--- src/rtl/ccd_frame_capture.sv ---
// Sensor front end: registers raw FVAL/LVAL/pixel data and passes only whole frames
// downstream, with X/Y pixel coordinates and a count of completed frames.
module ccd_frame_capture #(
    parameter int DATA_W       = 12,
    parameter int COLUMN_WIDTH = 1280,
    parameter int CNT_W        = 16
) (
    input  logic              iClk,
    input  logic              iRst_n,
    input  logic              iStart,
    input  logic              iEnd,
    input  logic              iFVAL,
    input  logic              iLVAL,
    input  logic [DATA_W-1:0] iDATA,
    output logic [DATA_W-1:0] oDATA,
    output logic              oDVAL,
    output logic [CNT_W-1:0]  oX_Cont,
    output logic [CNT_W-1:0]  oY_Cont,
    output logic              oFval,
    output logic [31:0]       oFrame_Cont,
    output logic              oBusy
);

    typedef enum logic [1:0] {
        S_IDLE    = 2'd0,
        S_ARMED   = 2'd1,
        S_CAPTURE = 2'd2
    } state_t;

    state_t             r_state;
    state_t             w_state_nxt;
    logic               r_stop_pending;
    logic               w_stop_nxt;
    logic               w_fval_nxt;

    logic               r_fval;
    logic               r_fval_d;
    logic               r_lval;
    logic [DATA_W-1:0]  r_data;
    logic [CNT_W-1:0]   r_x_cnt;
    logic [CNT_W-1:0]   r_y_cnt;

    logic               w_fs;
    logic               w_fe;
    logic               w_in_frame;
    logic               w_pix_valid;

    assign w_fs        = r_fval & ~r_fval_d;
    assign w_fe        = ~r_fval & r_fval_d;
    assign w_in_frame  = (r_state == S_CAPTURE) & r_fval;
    assign w_pix_valid = w_in_frame & r_lval;
    assign oBusy       = (r_state != S_IDLE);

    always_ff @(posedge iClk or negedge iRst_n) begin
        if (!iRst_n) begin
            r_fval   <= 1'b0;
            r_fval_d <= 1'b0;
            r_lval   <= 1'b0;
            r_data   <= '0;
        end else begin
            r_fval   <= iFVAL;
            r_fval_d <= r_fval;
            r_lval   <= iLVAL;
            r_data   <= iDATA;
        end
    end

    always_ff @(posedge iClk or negedge iRst_n) begin
        if (!iRst_n) begin
            r_state        <= S_IDLE;
            r_stop_pending <= 1'b0;
            oFval          <= 1'b0;
        end else begin
            r_state        <= w_state_nxt;
            r_stop_pending <= w_stop_nxt;
            oFval          <= w_fval_nxt;
        end
    end

    // A stop request waits for the end of the current frame; iEnd beats iStart.
    always_comb begin
        w_state_nxt = r_state;
        w_stop_nxt  = r_stop_pending;
        w_fval_nxt  = 1'b0;
        case (r_state)
            S_IDLE: begin
                if (iStart && !iEnd) w_state_nxt = S_ARMED;
            end
            S_ARMED: begin
                if (iEnd) begin
                    w_state_nxt = S_IDLE;
                end else if (w_fs) begin
                    w_state_nxt = S_CAPTURE;
                    w_fval_nxt  = 1'b1;
                end
            end
            S_CAPTURE: begin
                w_fval_nxt = r_fval;
                if (iEnd) w_stop_nxt = 1'b1;
                if (w_fe && (r_stop_pending || iEnd)) begin
                    w_state_nxt = S_IDLE;
                    w_stop_nxt  = 1'b0;
                end
            end
            default: begin
                w_state_nxt = S_IDLE;
                w_stop_nxt  = 1'b0;
            end
        endcase
    end

    // r_x_cnt/r_y_cnt hold the coordinate the next valid pixel will receive.
    always_ff @(posedge iClk or negedge iRst_n) begin
        if (!iRst_n) begin
            r_x_cnt <= '0;
            r_y_cnt <= '0;
            oX_Cont <= '0;
            oY_Cont <= '0;
            oDVAL   <= 1'b0;
            oDATA   <= '0;
        end else if (!w_in_frame) begin
            r_x_cnt <= '0;
            r_y_cnt <= '0;
            oX_Cont <= '0;
            oY_Cont <= '0;
            oDVAL   <= 1'b0;
            oDATA   <= '0;
        end else if (w_pix_valid) begin
            oX_Cont <= r_x_cnt;
            oY_Cont <= r_y_cnt;
            oDVAL   <= 1'b1;
            oDATA   <= r_data;
            if (r_x_cnt == CNT_W'(COLUMN_WIDTH - 1)) begin
                r_x_cnt <= '0;
                r_y_cnt <= r_y_cnt + 1'b1;
            end else begin
                r_x_cnt <= r_x_cnt + 1'b1;
            end
        end else begin
            oDVAL <= 1'b0;
            oDATA <= '0;
        end
    end

    always_ff @(posedge iClk or negedge iRst_n) begin
        if (!iRst_n) begin
            oFrame_Cont <= '0;
        end else if ((r_state == S_CAPTURE) && w_fe) begin
            oFrame_Cont <= oFrame_Cont + 32'd1;
        end
    end

endmodule

--- config.mk ---
export PLATFORM = sky130hd
export DESIGN_NAME = ccd_frame_capture
export DESIGN_NICKNAME = d
export VERILOG_FILES = /design/src/rtl/ccd_frame_capture.sv
export SDC_FILE = /design/constraint.sdc
export NUM_CORES = 1
export LEC_CHECK = 0
export ABC_CLOCK_PERIOD_IN_PS = 5680
export BUFFER_PORTS_ARGS = -buffer_cell sky130_fd_sc_hd__buf_2
export CELL_PAD_IN_SITES_DETAIL_PLACEMENT = 1
export CELL_PAD_IN_SITES_GLOBAL_PLACEMENT = 2
export CORE_MARGIN = 4
export CORE_UTILIZATION = 39
export CTS_CLUSTER_DIAMETER = 50
export DETAILED_ROUTE_END_ITERATION = 6
export PLACE_DENSITY = 0.84
export SYNTH_ARGS = -nofsm -noshare
export SYNTH_HDL_FRONTEND = slang
export SYNTH_SLANG_ARGS = --single-unit
--- constraint.sdc ---
create_clock -name iClk -period 5.68 [get_ports iClk]
set_clock_uncertainty 0.15 [all_clocks]
set_input_delay 0 -clock iClk [delete_from_list [all_inputs] [get_ports iClk]]
set_output_delay 0 -clock iClk [all_outputs]
set_load 0.03 [all_outputs]
==> results by group <==
Synthesis
  – Post-synth cell types: 48
  – Fraction of registers with async set/reset: 100%
  – Synth Instances: 471
  – Syn. warnings: 0
  – Dominant synthesized flop cell: dfrtp_1
  – Cell taking the most area after synthesis: dfrtp_1
  – Syn Area/Cell: 11.6 µm²
  – Synth top area cells: dfrtp_1 59%, xnor2_1 5.3%, a22o_1 5.0%, nand4_1 2.2%, nand2_1 2.1%
  – Seq/Total Area, Yosys: 58.6%
  – Post-synth EDFFs: 0
  – Synth top area share: 58.6%
  – Syn nets: 496
  – Seq cells post-synth: 128
  – Post-Syn Area: 0.00547 mm²

Drt
  – Via count: 4154
  – Wire length per cell: 17.9 µm
  – Avg Vias per Cell: 5.40
  – Post-Route WL: 13.8 mm
  – DR iter-0 viols: 259
  – Final ANT Viol Nets: 0
  – DRC: 0
  – Drt pass-1 iters: 4

Clocking
  – Reg clk slew, reported paths: 0.06 ns
  – Clk Tree Root Cell: clkbuf_16
  – Clock Latency Late Sink: 0.42 ns
  – Post CTS Setup Buffer Count: 0
  – Sinks on the clock net: 128
  – CTS-repair resized insts: 0
  – Clock Tree Buf Depth: 2
  – H-tree levels: 4
  – TritonCTS clock tree: yes
  – Cts bufs inserted: 17

Critical path
  – CP dominant cell by count: nand4b_1
  – Crit end category: register
  – CP required: 5.83 ns
  – Crit path largest cell delay: 0.93 ns
  – Crit-path max FO: 12
  – Kind of critical path: reg -> reg
  – Worst setup SP type: register
  – Arrival time at the worst endpoint: 3.00 ns
  – Crit path cell chain: inv_1 > ha_1 > nand4b_1 > nor4_2 > nand4b_1 > xnor2_1
  – Slowest-stage cell, CP: nor4_2

Global routing
  – Global-route wire length before repair: 23.3 mm
  – GRT Resource Usage Total: 18.2%
  – Largest net degree at the start of global routing: 77
  – Grt total ovfl: 0
  – Initial antenna violation count: 0
  – Vias in the first global route: 4486

Timing
  – Final setup fails: 0
  – Tightest Pin Transition: 1.01 ns
  – RSZ-0062 raised after global routing: no
  – Total Neg Setup Slack: 0 ns
  – Final period util: 50.2%
  – Final Max Tran Viols: 0
  – Max-slew headroom: 31.8%
  – Minimum clock period: 2.85 ns
  – Final hold viol count: 0
  – Peak Freq: 351 MHz

Cells and area
  – Final instance area: 0.00684 mm²
  – Ant diodes: 0
  – Layout Cells excl Fill: 769
  – P&R area growth vs syn: 25.1%
  – Share of cells above drive strength 1: 23.9%
  – # nets final: 601

Placement
  – Port buffer count: 96
  – Post-placement cell count: 720
  – Post-DP HPWL: 8.91 mm
  – GPL Wtd Cong: 0.746
  – Placement Cell Area: 0.00605 mm²

Floorplanning
  – Die Ht: 126 µm
  – Rows: 43
  – Chip width: 126 µm
  – Core Region: 0.0138 mm²
  – Die area: 0.0160 mm²
  – Initial Util: 39.5%
  – IO Count: 97

Run
  – # Max-Cap Violations: 0

Power
  – Cell Pwr Density: 342 mW/mm²
  – P_leak: 0.00324 µW
  – Max VDD drop: 0.186 mV

Status
  – Status: finished, final reports clean

Min path
  – Worst hold path class: in -> async
==> per-layer routing <==
metal | vias to the layer above | global-route usage, % | routed length, µm
li1 | 1921 | - | -
met1 | 2122 | 24.7 | 6430
met2 | 91 | 28.3 | 6490
met3 | 20 | 4.67 | 658
met4 | 0 | 6.81 | 219
met5 | - | 0 | 0
==> state kept, by name, summed over array words and instances (netlist names) <==
| signal | cells |
|---|---|
| r_x_cnt | 16 |
| r_data | 12 |
| r_fval_d | 1 |
| oDVAL | 1 |
| oFrame_Cont | 32 |
| r_stop_pending | 1 |
| r_y_cnt | 16 |
| r_lval | 1 |
| oX_Cont | 16 |
| r_fval | 1 |
| r_state | 2 |
| oDATA | 12 |
| oFval | 1 |
| oY_Cont | 16 |
==> where the power goes <==
group          internal, µW  switching, µW
Sequential              943           25.3
Combinational          77.3            155
Clock                   715            421
Total                  1740            601
==> critical path: cells and delay by family (launching register included) <==
| family | cells | cell delay (ns) |
|---|---|---|
| flip-flops | 1 | 0.39 |
| XOR/XNOR | 1 | 0.20 |
| AND/OR/NAND/NOR | 3 | 1.46 |
| adder cells (fa/ha/maj) | 1 | 0.41 |
| buffers and inverters | 1 | 0.11 |
==> kinds of logic (layout without fill, tap and decap cells) <==
family          count (synthesis)  after routing  synth area share, %
flops                         128            128                 58.6
xor+xnor                       41             41                 6.57
fa+ha+maj                       7              7                 1.60
buf+inv                        41            159                 3.64
compound gates                 80             80                 10.6
mux                             4              4                0.778
simple gates                  170            170                 18.2
==> area by class of cell <==
| class | count | area [µm²] |
|---|---|---|
| clock buffers | 20 | 457 |
| clock inverters | 12 | 159 |
| fillers | 1481 | 6990 |
| inverters | 9 | 33.8 |
| multi-input cells | 302 | 2070 |
| flip-flops and latches | 128 | 3200 |
| well taps | 180 | 225 |
| repair buffers | 118 | 691 |
==> metrics by stage <==
step	util (%)	hold WS (ns)	power, µW	worst slack [ns]
6_report	49.5	0.0167	2340	2.83
3_3_place_gp	43.8	-0.0649	1200	2.97
4_1_cts	49.5	0.0398	2370	2.78
5_1_grt	49.5	0.0574	2430	2.60
3_5_place_dp	43.8	-0.0571	1210	2.82
2_1_floorplan	-	-0.446	1130	3.60
==> synthesized netlist by cell type, types with 7 or more instances <==
master	n
o31ai_1	13
xor2_1	8
dfrtp_1	128
and4_1	10
nand3_1	22
xnor2_1	33
o21ai_0	8
nand2_1	30
and2_1	14
a21oi_1	18
buf_2	8
inv_1	9
nor2_1	24
ha_1	7
nand4_1	19
or4_1	14
clkbuf_1	14
nor4_1	8
a22o_1	31
==> timing repair <==
action | CTS | global route
endpoints found under the setup margin | 0 | 0
hold buffers | 17 | 0
hold endpoints to repair | 70 | 0
==> cells in the final DEF (no fill, tap or decap), types with 5 or more instances in the layout <==
master,Yosys,routed
a21oi_1,18,18
a22o_1,31,31
and2_1,14,14
and3_1,5,5
and4_1,10,10
buf_2,8,95
buf_4,0,6
clkbuf_16,0,17
dfrtp_1,128,128
dlygate4sd3_1,0,17
ha_1,7,7
inv_1,9,9
nand2_1,30,30
nand3_1,22,22
nand4_1,19,19
nor2_1,24,24
nor4_1,8,7
o21ai_0,8,8
o31ai_1,13,13
or4_1,14,14
xnor2_1,33,33
xor2_1,8,8
==> final timing paths <==
kind                                         from                           to  slack [ns]  depth (start not counted)
max                        r_state[0]$_DFFE_PN0P_  oFrame_Cont[26]$_DFFE_PN0P_        2.83                          6
min                                        iRst_n   oFrame_Cont[9]$_DFFE_PN0P_        0.02                          2
max reg2reg                r_state[0]$_DFFE_PN0P_  oFrame_Cont[26]$_DFFE_PN0P_        2.83                          6
min reg2reg                   r_data[6]$_DFF_PN0_           oDATA[6]$_DFF_PN0_        0.29                          1
max in group asynchronous                  iRst_n          r_data[3]$_DFF_PN0_        3.94                          3
min in group iClk                        iDATA[1]          r_data[1]$_DFF_PN0_        0.07                          2
(Power assumes the default switching activity.)
